## src/rtl/adder_pkg.sv

```systemverilog
// Shared types and default geometry for the pipelined adder/subtractor.
package adder_pkg;

    typedef enum logic {
        OP_ADD = 1'b0,
        OP_SUB = 1'b1
    } op_e;

    localparam int DEFAULT_WIDTH  = 32;
    localparam int DEFAULT_STAGES = 4;

endpackage

```

## src/rtl/rca_slice.sv

```systemverilog
// Combinational SW-bit ripple-carry slice. Also exposes the carry into its
// top bit so the most significant slice can derive signed overflow.
module rca_slice
    import adder_pkg::*;
#(
    parameter int SW = 8
) (
    input  logic [SW-1:0] x,
    input  logic [SW-1:0] y,
    input  logic          ci,
    output logic [SW-1:0] s,
    output logic          co,
    output logic          c_msb_in
);

    logic [SW:0] c;

    // Bit-serial ripple: c[i] is the carry into bit i.
    always_comb begin
        c    = '0;
        s    = '0;
        c[0] = ci;
        for (int i = 0; i < SW; i++) begin
            s[i]   = x[i] ^ y[i] ^ c[i];
            c[i+1] = (x[i] & y[i]) | (c[i] & (x[i] ^ y[i]));
        end
    end

    assign co       = c[SW];
    assign c_msb_in = c[SW-1];

endmodule

```

## src/rtl/pipe_adder.sv

```systemverilog
// Pipelined ripple-carry adder/subtractor. Stage k resolves slice k of the
// operands using the carry registered by stage k-1; unconsumed operand slices
// ride forward in skew registers and finished sum slices ride forward in
// deskew registers so a whole beat leaves the last stage together.
module pipe_adder
    import adder_pkg::*;
#(
    parameter int WIDTH  = DEFAULT_WIDTH,
    parameter int STAGES = DEFAULT_STAGES
) (
    input  logic             clk,
    input  logic             rst_n,
    input  logic             in_valid,
    output logic             in_ready,
    input  logic [WIDTH-1:0] a,
    input  logic [WIDTH-1:0] b,
    input  logic             cin,
    input  op_e              op,
    output logic             out_valid,
    input  logic             out_ready,
    output logic [WIDTH-1:0] sum,
    output logic             cout,
    output logic             ovf
);

    localparam int SW = WIDTH / STAGES;

    if ((STAGES < 1) || (STAGES > WIDTH) || ((WIDTH % STAGES) != 0)) begin : g_bad_geometry
        $error("pipe_adder: WIDTH must be a multiple of STAGES and 1 <= STAGES <= WIDTH");
    end

    logic                          advance;
    logic             [WIDTH-1:0]  b_eff;
    logic                          cin_eff;

    // Per-stage pipeline state.
    logic [STAGES-1:0]             vld_q,  vld_d;
    logic [STAGES-1:0][WIDTH-1:0]  a_q,    a_d;
    logic [STAGES-1:0][WIDTH-1:0]  b_q,    b_d;
    logic [STAGES-1:0][WIDTH-1:0]  sum_q,  sum_d;
    logic [STAGES-1:0]             cy_q,   cy_d;
    logic                          cmsb_q, cmsb_d;

    // Slice datapath wiring.
    logic [STAGES-1:0][SW-1:0]     x_w, y_w, s_w;
    logic [STAGES-1:0]             ci_w, co_w, cm_w;

    // The final stage's operand copies and the non-top slice MSB carries have no
    // reader; folding them here keeps them visibly accounted for.
    logic                          unused_tail;
    assign unused_tail = ^{a_q[STAGES-1], b_q[STAGES-1], cm_w};

    // Subtract is a + ~b + 1; the external carry-in only matters for add.
    assign b_eff   = (op == OP_SUB) ? ~b   : b;
    assign cin_eff = (op == OP_SUB) ? 1'b1 : cin;

    // Global stall: the whole pipe moves only when the output slot frees up.
    assign advance  = !vld_q[STAGES-1] || out_ready;
    assign in_ready = advance;

    for (genvar k = 0; k < STAGES; k++) begin : g_stage
        if (k == 0) begin : g_first
            assign x_w[k]  = a[SW-1:0];
            assign y_w[k]  = b_eff[SW-1:0];
            assign ci_w[k] = cin_eff;
        end else begin : g_rest
            assign x_w[k]  = a_q[k-1][k*SW +: SW];
            assign y_w[k]  = b_q[k-1][k*SW +: SW];
            assign ci_w[k] = cy_q[k-1];
        end

        rca_slice #(.SW(SW)) u_slice (
            .x        (x_w[k]),
            .y        (y_w[k]),
            .ci       (ci_w[k]),
            .s        (s_w[k]),
            .co       (co_w[k]),
            .c_msb_in (cm_w[k])
        );
    end

    // Next state: hold everything, or shift every stage (bubbles included) by one.
    always_comb begin
        vld_d  = vld_q;
        a_d    = a_q;
        b_d    = b_q;
        sum_d  = sum_q;
        cy_d   = cy_q;
        cmsb_d = cmsb_q;
        if (advance) begin
            vld_d[0]          = in_valid;
            a_d[0]            = a;
            b_d[0]            = b_eff;
            sum_d[0]          = '0;
            sum_d[0][SW-1:0]  = s_w[0];
            cy_d[0]           = co_w[0];
            for (int k = 1; k < STAGES; k++) begin
                vld_d[k]              = vld_q[k-1];
                a_d[k]                = a_q[k-1];
                b_d[k]                = b_q[k-1];
                sum_d[k]              = sum_q[k-1];
                sum_d[k][k*SW +: SW]  = s_w[k];
                cy_d[k]               = co_w[k];
            end
            cmsb_d = cm_w[STAGES-1];
        end
    end

    // Pipeline registers; reset clears data too so outputs read zero after reset.
    always_ff @(posedge clk or negedge rst_n) begin
        if (!rst_n) begin
            vld_q  <= '0;
            a_q    <= '0;
            b_q    <= '0;
            sum_q  <= '0;
            cy_q   <= '0;
            cmsb_q <= 1'b0;
        end else begin
            vld_q  <= vld_d;
            a_q    <= a_d;
            b_q    <= b_d;
            sum_q  <= sum_d;
            cy_q   <= cy_d;
            cmsb_q <= cmsb_d;
        end
    end

    assign out_valid = vld_q[STAGES-1];
    assign sum       = sum_q[STAGES-1];
    assign cout      = cy_q[STAGES-1];
    assign ovf       = cy_q[STAGES-1] ^ cmsb_q;

endmodule

```

## config.mk

```make
export PLATFORM = sky130hd
export DESIGN_NAME = pipe_adder
export DESIGN_NICKNAME = d
export VERILOG_FILES = /design/src/rtl/adder_pkg.sv /design/src/rtl/rca_slice.sv /design/src/rtl/pipe_adder.sv
export SDC_FILE = /design/constraint.sdc
export NUM_CORES = 1
export LEC_CHECK = 0
export CORE_UTILIZATION = 35
export DETAILED_ROUTE_END_ITERATION = 8
export SYNTH_ARGS = -nofsm -noshare
export SYNTH_HDL_FRONTEND = slang
export SYNTH_SLANG_ARGS = --single-unit
export TNS_END_PERCENT = 1
```

## constraint.sdc

```tcl
create_clock -name clk -period 4.32 [get_ports clk]
set_clock_uncertainty 0.1 [all_clocks]
set_input_delay 0.432 -clock clk [delete_from_list [all_inputs] [get_ports clk]]
set_output_delay 0.432 -clock clk [all_outputs]
set_load 0.02 [all_outputs]
```

==> out/summary.txt <==
Synth Cell Area - 0.00871 mm²
critical path, cell by cell - clkdlybuf4s50_1 -> xnor2_1 -> fa_1 -> inv_1 -> fa_1 -> inv_1 -> fa_2 -> fa_2 -> fa_2 -> fa_2 -> fa_1 -> inv_1 -> fa_1 -> mux2_4
Fmax - 0.245 GHz
H-tree level count - 4
worst-case clock buffer depth - 2
register bit count reported by yosys - 185
Skew-Pair Late Insertion Delay - 440 ps
# resized after CTS - 0
Worst-path clk slew - 80 ps
fin crit share - 94.5%
ratio of cells with drive above 1 in the final layout - 34.1%
Cell variety after synth - 16
total power - 7.52 mW
Setup Viol. Count Final - 0
Routed Antenna Nets - 0
synth top area cells - dfrtp_1 53%, mux2_4 21%, fa_1 7.4%
final number of hold-violating endpoints - 0
status - completed
Worst path top cell family by delay - adder cells
Iter 0 DRT Violations - 214
Cell Pwr Density - 724 mW/mm²
I/O Pins - 106
via/cell ratio - 4.38
vias post-DR - 4165
sequential share of power - 40.2%
GR Util All Layers - 12.8%
CTS sink cnt - 185
Routed WL per cell - 15.6 µm
area grow syn2layout - 19.2%
initial antenna violation count - 1
RSZ-0062 raised after global routing - no
Post-DP HPWL - 9580 µm
DRT Pass-1 Iters - 4
Worst path slowest cell - clkdlybuf4s50_1
R2R Setup Slk - 430 ps
remaining global-route overflow - 0
row count - 57
Placer Congestion - 0.774
final net count - 714
Slew @ Worst Pin - 1020 ps
dpl ws - -257 ps
Syn Nets - 643
most common cell after layout, fill and taps aside - dfrtp_1
max_cap viols - 0
first-pass GRT wire length - 25600 µm
DRC Markers - 0
setup bufs post-CTS - 0
CTS Buf Count - 17
area share of the largest cell type after synthesis - 53.2%
core area - 0.0244 mm²
WL final - 14800 µm
Pint - 5.15 mW
CTS tree - yes
PortBufs - 105
Synth Area per Inst - 16.1 µm²
Seq/Total Area, Yosys - 53.2%
WS Path Type - in2reg
Clock Tree Root - clkbuf_16
final cell count without fillers - 950
fin worst setup slack - 239 ps
Clock Power Share - 21.1%
CP max stage delay - 420 ps
worst r2r src - a_q[8]
Starting Density - 35.7%
die outline height - 160 µm
Startpoint Class - primary input
Worst Path Required - 4540 ps
FF-to-FF End - sum_q[47]
CP endpoint kind - flip-flop
vias in the first global route - 4685
P_leak - 4.71 nW
maximum fanout along the worst path - 1
Slew HR - 32.0%
crit path DAT - 4300 ps
Slew Limit Fails - 0
Yosys warning count - 0
die width - 160 µm
Cells after DPL - 917
die area - 0.0255 mm²
Switching Share - 31.5%
Syn Inst Count - 541
largest net degree at the start of global routing - 125
most used cells in the layout excluding fill and tap cells - 185 x dfrtp_1, 121 x mux2_4, 103 x clkdlybuf4s50_1
min-delay worst type - in2async
fin crit period - 4080 ps
area leader, netlist - dfrtp_1
Max VDD drop - 366 µV
P_sw - 2.37 mW
Buf+Inv Stages, Crit Path - 4
total of hold buffers inserted after clock tree synthesis - 0
fill count - 2229
Combinational Power Share - 38.7%
R2R depth - 12
[stage by stage]
step	setup TNS (ps)	hold slack (ps)	area, µm²	util (%)
after floorplan	0	36.4	8720	-
final	0	30.2	10400	42.6
after global routing	0	130	10400	42.5
after detailed placement	-257	363	9780	40.1
after CTS	0	94.0	10400	42.5
after global placement	-170	355	9780	40.1
[cells in the mapped netlist, drive strengths merged]
cell type and instances:
dfrtp 185, clkbuf 2, mux2 168, buf 57, xnor2 8, nor2 1
xor2 25, nor3b 14, mux2i 2, inv 31, a21oi 14, fa 32
nand2b 2
[kinds of logic after synthesis]
logic type	after synthesis	synth area share (%)
AO/OA/AOI/OAI	14	0.805
multiplexers	170	27.2
buffers and inverters	90	6.77
XOR/XNOR	33	3.32
flip-flops	185	53.2
AND/OR/NAND/NOR	17	1.39
adder cells (fa/ha/maj)	32	7.36
[layer usage]
metal / wire (µm) / track usage, %
met5: 0 / 0
met4: 189 / 4.06
met3: 650 / 3.53
met2: 6810 / 19.2
met1: 7180 / 18.0
[worst max path at each step]
stage / to / start / depth (start not counted)
after floorplan: sum_q[7] / op / 15
after global placement: sum_q[7] / a[0] / 14
after detailed placement: sum_q[7] / a[0] / 14
after CTS: sum_q[7] / a[0] / 14
after global routing: sum_q[7] / b[0] / 14
final: sum_q[7] / b[0] / 14
[worst register-to-register path, cell delays in order, from the launching register on]
cell,delay (ps)
dfrtp_1,410
fa_1,420
inv_1,80
fa_1,170
inv_1,50
fa_1,370
fa_1,390
fa_1,390
fa_1,390
fa_1,410
inv_1,90
fa_1,410
a21oi_1,120
[flip-flops by register name (all words and copies together), names as in the netlist]
register,cells
sum_q,48
vld_q,4
cy_q,4
cmsb_q,1
b_q,48
sum,32
a_q,48
[power groups by stage]
| stage | clock network (mW) | registers (mW) | logic [mW] |
|---|---|---|---|
| finish | 1.59 | 3.02 | 2.91 |
| detailed placement | 0 | 3.07 | 2.95 |
| floorplan | 0 | 2.89 | 2.43 |
| global placement | 0 | 3.02 | 2.89 |
| CTS | 1.65 | 3.04 | 2.96 |
| global route | 1.72 | 3.14 | 3.18 |
[cell type report]
type | count | area, µm² | share of cell area (%)
clock inverters | 15 | 176 | 1.70
repair buffers | 111 | 1120 | 10.8
flip-flops and latches | 185 | 4630 | 44.6
inverters | 31 | 116 | 1.12
clock buffers | 17 | 425 | 4.10
well taps | 324 | 405 | 3.91
multi-input cells | 266 | 3500 | 33.8
diodes | 1 | 2.50 | 0.0241
No activity file was read; power rests on OpenSTA's default activity.
